### src/rtl/pipe_ctrl_pkg.sv
// pipe_ctrl_pkg: shared types, default widths and NOP control word for pipeline_stall_ctrl
package pipe_ctrl_pkg;

  // Cycle class; the encoding is visible on ctrl_state
  typedef enum logic [1:0] {
    RUN    = 2'd0,
    STALL  = 2'd1,
    FLUSH  = 2'd2,
    FREEZE = 2'd3
  } ctrl_state_t;

  localparam int DEF_MAX_STALL = 4;
  localparam int DEF_CNT_W     = 3;
  localparam int DEF_PERF_W    = 32;

  // Control word carried by the pipeline registers; a NOP has every side effect off
  typedef struct packed {
    logic       reg_write;
    logic       mem_read;
    logic       mem_write;
    logic       branch;
    logic       jump;
    logic [3:0] alu_op;
  } ctrl_word_t;

  localparam ctrl_word_t NOP_CTRL = '{
    reg_write: 1'b0,
    mem_read:  1'b0,
    mem_write: 1'b0,
    branch:    1'b0,
    jump:      1'b0,
    alu_op:    4'd0
  };

  // Priority FREEZE > STALL > FLUSH > RUN; a completing memory access is not a freeze
  function automatic ctrl_state_t classify(input logic hazard, input logic branch,
                                           input logic mem_req, input logic mem_ready);
    return (mem_req & ~mem_ready) ? FREEZE :
           hazard                 ? STALL  :
           branch                 ? FLUSH  : RUN;
  endfunction

endpackage

### src/rtl/pipe_perf_counter.sv
// pipe_perf_counter: free-running wrap-around cycle counter with enable and synchronous clear
module pipe_perf_counter #(
  parameter int W = 32
) (
  input  logic         clk,
  input  logic         rst,
  input  logic         en,
  output logic [W-1:0] count
);

  logic [W-1:0] count_q, count_d;

  // Next count: clear wins, otherwise step when enabled and wrap naturally
  always_comb begin
    count_d = rst ? '0 : en ? count_q + 1'b1 : count_q;
  end

  // Counter register
  always_ff @(posedge clk) begin
    count_q <= count_d;
  end

  assign count = count_q;

endmodule

### src/rtl/pipeline_stall_ctrl.sv
// pipeline_stall_ctrl: pipeline enables, bubble/flush strobes and stall watchdog (perf counters under PIPE_PERF_CNT_EN)
module pipeline_stall_ctrl
  import pipe_ctrl_pkg::*;
#(
  parameter int MAX_STALL = DEF_MAX_STALL,
  parameter int CNT_W     = DEF_CNT_W
`ifdef PIPE_PERF_CNT_EN
  ,parameter int PERF_W   = DEF_PERF_W
`endif
) (
  input  logic             clk,
  input  logic             rst,
  input  logic             hazard_detected,
  input  logic             branch_taken,
  input  logic             mem_req,
  input  logic             mem_ready,
  output logic             pc_write_en,
  output logic             if_id_write_en,
  output logic             if_id_flush,
  output logic             id_exe_bubble,
  output logic             pipe_freeze,
  output logic [1:0]       ctrl_state,
  output logic [CNT_W-1:0] stall_count,
  output logic             stall_timeout
`ifdef PIPE_PERF_CNT_EN
  ,output logic [PERF_W-1:0] perf_stall_cycles
  ,output logic [PERF_W-1:0] perf_flush_cycles
  ,output logic [PERF_W-1:0] perf_freeze_cycles
`endif
);

  localparam logic [CNT_W-1:0] CNT_MAX = '1;
  localparam logic [CNT_W-1:0] TRIP    = CNT_W'(MAX_STALL - 1);

  ctrl_state_t      cls;
  ctrl_state_t      state_q, state_d;
  logic [CNT_W-1:0] stall_count_q, stall_count_d;
  logic             stall_timeout_q, stall_timeout_d;

  // State, stall counter and sticky watchdog registers
  always_ff @(posedge clk) begin
    state_q         <= state_d;
    stall_count_q   <= stall_count_d;
    stall_timeout_q <= stall_timeout_d;
  end

  // Classify the current cycle and compute the next registered values
  always_comb begin
    cls             = classify(hazard_detected, branch_taken, mem_req, mem_ready);
    state_d         = rst ? RUN : cls;
    stall_count_d   = rst              ? '0 :
                      (cls == STALL)   ? ((stall_count_q == CNT_MAX) ? stall_count_q : stall_count_q + 1'b1) :
                      (cls == FREEZE)  ? stall_count_q : '0;
    stall_timeout_d = ~rst & (stall_timeout_q | ((cls == STALL) & (stall_count_q == TRIP)));
  end

  // Steering outputs follow the class with no latency; reset forces a pipeline clear
  always_comb begin
    pc_write_en    = ~rst & ((cls == RUN) | (cls == FLUSH));
    if_id_write_en = ~rst & ((cls == RUN) | (cls == FLUSH));
    if_id_flush    = rst | (cls == FLUSH);
    id_exe_bubble  = rst | (cls == STALL);
    pipe_freeze    = ~rst & (cls == FREEZE);
  end

  assign ctrl_state    = state_q;
  assign stall_count   = stall_count_q;
  assign stall_timeout = stall_timeout_q;

`ifdef PIPE_PERF_CNT_EN
  pipe_perf_counter #(.W(PERF_W)) u_perf_stall (
    .clk   (clk),
    .rst   (rst),
    .en    (cls == STALL),
    .count (perf_stall_cycles)
  );

  pipe_perf_counter #(.W(PERF_W)) u_perf_flush (
    .clk   (clk),
    .rst   (rst),
    .en    (cls == FLUSH),
    .count (perf_flush_cycles)
  );

  pipe_perf_counter #(.W(PERF_W)) u_perf_freeze (
    .clk   (clk),
    .rst   (rst),
    .en    (cls == FREEZE),
    .count (perf_freeze_cycles)
  );
`endif

endmodule

### config.mk
export PLATFORM = sky130hd
export DESIGN_NAME = pipeline_stall_ctrl
export DESIGN_NICKNAME = d
export VERILOG_FILES = /design/src/rtl/pipe_ctrl_pkg.sv /design/src/rtl/pipe_perf_counter.sv /design/src/rtl/pipeline_stall_ctrl.sv
export SDC_FILE = /design/constraint.sdc
export NUM_CORES = 1
export LEC_CHECK = 0
export BUFFER_PORTS_ARGS = -buffer_cell sky130_fd_sc_hd__buf_2
export CAP_MARGIN = 10
export CORE_AREA = 4 4 41 43
export CTS_CLUSTER_SIZE = 25
export DETAILED_ROUTE_END_ITERATION = 12
export DIE_AREA = 0 0 45 47
export GPL_TIMING_DRIVEN = 0
export PLACE_DENSITY_LB_ADDON = 0.25
export SETUP_SLACK_MARGIN = 0.15
export SLEW_MARGIN = 5
export SYNTH_ARGS = -nofsm -noshare
export SYNTH_HDL_FRONTEND = slang
export SYNTH_SLANG_ARGS = --single-unit
### constraint.sdc
create_clock -name clk -period 1.5 [get_ports clk]
set_clock_uncertainty 0.2 [all_clocks]
set_input_delay 0.3 -clock clk [delete_from_list [all_inputs] [get_ports clk]]
set_output_delay 0.3 -clock clk [all_outputs]
set_load 0.01 [all_outputs]
## Word level (Yosys, flattened, before mapping)

Cells that the tools add are included.

| word-level totals | value |
|---|---|
| logic and storage cells | 30 |
| flip-flop bits (word level) | 6 |

| operators by class | value |
|---|---|
| reductions and logical operators | 2 |
| eq/ne operators | 7 |
| add/subtract/negate cells | 1 |
| mux-type cells | 6 |
| bitwise operators | 11 |

Operator list:

| kind | count |
|---|---|
| $mux W3 | 3 |
| $mux W2 | 3 |
| $and A1 B1 Y1 | 5 |
| $eq A2 B2 Y1 const B | 2 |
| $or A1 B1 Y1 | 4 |
| $add A3 B1 Y3 const B | 1 |
| $eq A3 B2 Y1 const B | 1 |
| $eq A3 B3 Y1 const B | 1 |
| $eq A2 B1 Y1 const B | 1 |
| $logic_not A2 Y1 | 1 |
| $ne A2 B1 Y1 const B | 1 |
| $ne A2 B2 Y1 const B | 1 |
| $not A1 Y1 | 2 |
| $reduce_and A2 Y1 | 1 |

## Logic depth before layout (Yosys ltp)

| logic depth | value |
|---|---|
| depth in word-level cells | 7 |
| gate-level depth with buffers | 5 |
| mapped depth without buffers | 5 |

## Least setup slack after synthesis

OpenSTA, ideal clock, no wires.

| timing | value |
|---|---|
| path kind | input -> output |
| start | in rst |
| end | out pc_write_en |
| path buffers | 2 |
| arrival time | 1.033 ns |
| stages on the path | 3 |
| data required time | 1.000 ns |
| path slack | -0.033 ns |
| cell sequence | clkbuf_1 > nor3_1 > buf_4 |

| on the way | value |
|---|---|
| cells in the longest elaborated chain, start to end | 2 |

Ends and longest elaborated chain:

| element | line | source |
|---|---|---|
| from (decl) | pipeline_stall_ctrl.sv:12 | `input logic rst,` |
| $not A1 Y1 | -- |  |
| $and A1 B1 Y1 | -- |  |
| to (decl) | pipeline_stall_ctrl.sv:17 | `output logic pc_write_en,` |

No other way between the ends.

## Worst setup path in the final report

| timing | value |
|---|---|
| start | in mem_ready |
| end | out id_exe_bubble |

| on the way | value |
|---|---|
| cells in the longest elaborated chain, start to end | 5 |

Ends and longest elaborated chain:

| element | line | source |
|---|---|---|
| from (decl) | pipeline_stall_ctrl.sv:16 | `input logic mem_ready,` |
| $not A1 Y1 | pipe_ctrl_pkg.sv:38 | `return (mem_req & ~mem_ready) ? FREEZE :` |
| $and A1 B1 Y1 | pipe_ctrl_pkg.sv:38 |  |
| $mux W2 | pipe_ctrl_pkg.sv:38 |  |
| $eq A2 B1 Y1 | pipeline_stall_ctrl.sv:62 | `id_exe_bubble = rst \| (cls == STALL);` |
| $or A1 B1 Y1 | pipeline_stall_ctrl.sv:62 |  |
| to (decl) | pipeline_stall_ctrl.sv:20 | `output logic id_exe_bubble,` |

No other way between the ends.

==> impl_metrics.tcl <==
set metrics [dict create \
    grt_pass1_vias 324 \
    die-height_um 47 \
    max-vdd-ir-drop_mv 0.354 \
    synthCells 36 \
    clockBufferDepth 2 \
    ys_seq_area_frac 0.386 \
    grt_max_degree 11 \
    antenna_found_initial 0 \
    slew_headroom 0.846 \
    wl_per_cell_um 11.0 \
    ctsHtreeMaxLevel 1 \
    status "complete, no violations" \
    io_buffers 15 \
    rsz0062_at_grt "true" \
    finalCritPeriodShare 0.977 \
    cts_hold_buf 0 \
    drt_pass1_iterations 3 \
    max_cap_violations 0 \
    drc 0 \
    crit_path_start_kind "input port" \
    power_leakage_nw 0.260 \
    syn_nets 45 \
    grt-ovfl-total 0 \
    ys_ff_latch 6 \
    final_nets 70 \
    cts_buffers 3 \
    cts-root-buf "clkbuf_4" \
    max_freq_mhz 683 \
    area_delta_synth_final_pct 80.7 \
    yosys-top-cells-area "dfxtp_1, ha_1, a21oi_1" \
    dieWidth_um 45 \
    p_per_area_nw_per_um2 726 \
    syn_avg_cell_area_um2 8.65 \
    cp-end-kind "primary output" \
    n_fill_cell 145 \
    worst_skew_pair.late_latency_ps 250 \
    layout_min_cycle_time_ps 1470 \
    worst_slew_pin_slew_ps 231 \
    timing.hold.ws_ps 127 \
    diodes 0 \
    worst-setup-path-type "input port to primary output" \
    vias_per_cell 4.43 \
    cts_tree "built" \
    drive_above_1_share 0.644 \
    numClockSinks 6 \
    required_ps 1000 \
    fp-row-count 13 \
    slew_violations 0 \
    initial_utilization 0.239 \
    synth_largest_area_cell "dfxtp_1" \
    gp_congestion 0.669 \
    dp_slack_ps -27.0 \
    synth_warnings 0 \
    hpwl_um 574 \
    critPathArrivalTime_ps 970 \
    ant_nets 0 \
    final_hold_viol_count 0 \
    syn-cell-area_um2 312 \
    synth_top_cell_area_share 0.386 \
    drt-initial-drc-count 2 \
    num_vias 328 \
    setup_viol_count_final 0 \
    path_clk_slew_ps 40 \
    wl_um 816 \
    die_area_um2 2120 \
    ios 17 \
    critPathMaxFanout 4 \
    grtUsageTotal 0.0959 \
    ys_types 18 \
    grt_pass1_wl_um 1350 \
    hold_path_class "input port to register" \
    core_um2 1300 \
    setup_slack_ps 34.8 \
]
==> report_power, final <==
group          internal [mW]  switching, mW
sequential             0.166        0.00402
clock                 0.0905         0.0587
combinational         0.0502         0.0391
==> cell usage in the layout (no fill, tap or decap), types with 3 or more instances in the layout <==
master    instances
dfxtp_1           3
a21oi_1           4
buf_2             9
buf_6             7
buf_4             6
clkbuf_4          3
==> Yosys cell counts (all sizes together) <==
cell type,number
clkbuf,1
a31oi,1
nand3,1
a21o,1
nand2,1
o21bai,1
ha,3
inv,2
nand3b,2
dfxtp,6
nor3,1
nor2,2
and2,1
and2b,2
a21oi,5
buf,2
nand2b,1
o21ai,3
==> area by class of cell <==
| type | count | area, um2 | area share |
|---|---|---|---|
| buffer | 3 | 23.8 | 0.0422 |
| clock buffer | 3 | 22.5 | 0.0400 |
| inverter | 2 | 7.51 | 0.0133 |
| multi-input combinational | 25 | 214 | 0.380 |
| sequential | 6 | 126 | 0.224 |
| tap | 15 | 18.8 | 0.0333 |
| timing repair buffer | 20 | 150 | 0.267 |
==> critical path, stage by stage <==
cell and delay (ps):
buf_6 90, nand2b_1 140, buf_6 120, a21o_2 200
buf_6 110
==> metal layers <==
metal / track usage / share of wire
met5: 0 / 0
met4: 0.0526 / 0
met3: 0.0613 / 0.087
met2: 0.153 / 0.50
met1: 0.0963 / 0.41
==> final timing paths <==
path,startpoint,end,slack [ps],depth (start not counted)
worst max register to register,stall_count[0],stall_count[2],110,5
worst min-delay path,branch_taken,ctrl_state[1],130,3
worst min register to register,stall_timeout,stall_timeout,270,2
worst max-delay path,mem_ready,id_exe_bubble,30,5
==> logic make-up (layout without fill, tap and decap cells) <==
kind of cell | Yosys count | in the layout | synth area share
buffers and inverters | 5 | 28 | 0.0843
AND/OR/NAND/NOR | 11 | 11 | 0.209
adder cells (fa/ha/maj) | 3 | 3 | 0.120
flip-flops | 6 | 6 | 0.386
AO/OA/AOI/OAI | 11 | 11 | 0.201
==> sequential cells by signal, indices dropped and copies added, names as in the netlist <==
signal         flops
stall_count        3
stall_timeout      1
ctrl_state         2
==> metrics by stage <==
step	utilization	TNS, ps	cell area (um2)	total power, mW	instances
2_1_floorplan	-	0	333	0.210	36
3_3_place_gp	0.328	-33.5	427	0.236	66
3_5_place_dp	0.328	-39.1	427	0.237	66
4_1_cts	0.411	0	534	0.408	73
5_1_grt	0.433	0	563	0.441	74
6_report	0.433	0	563	0.409	74
==> what timing repair did <==
item	in CTS	in global routing
resized for setup	10	6
pin swaps	8	0
endpoints found under the setup margin	8	10
buffers inserted	4	1
cloned	0	0
No activity file was read; power rests on OpenSTA's default activity.
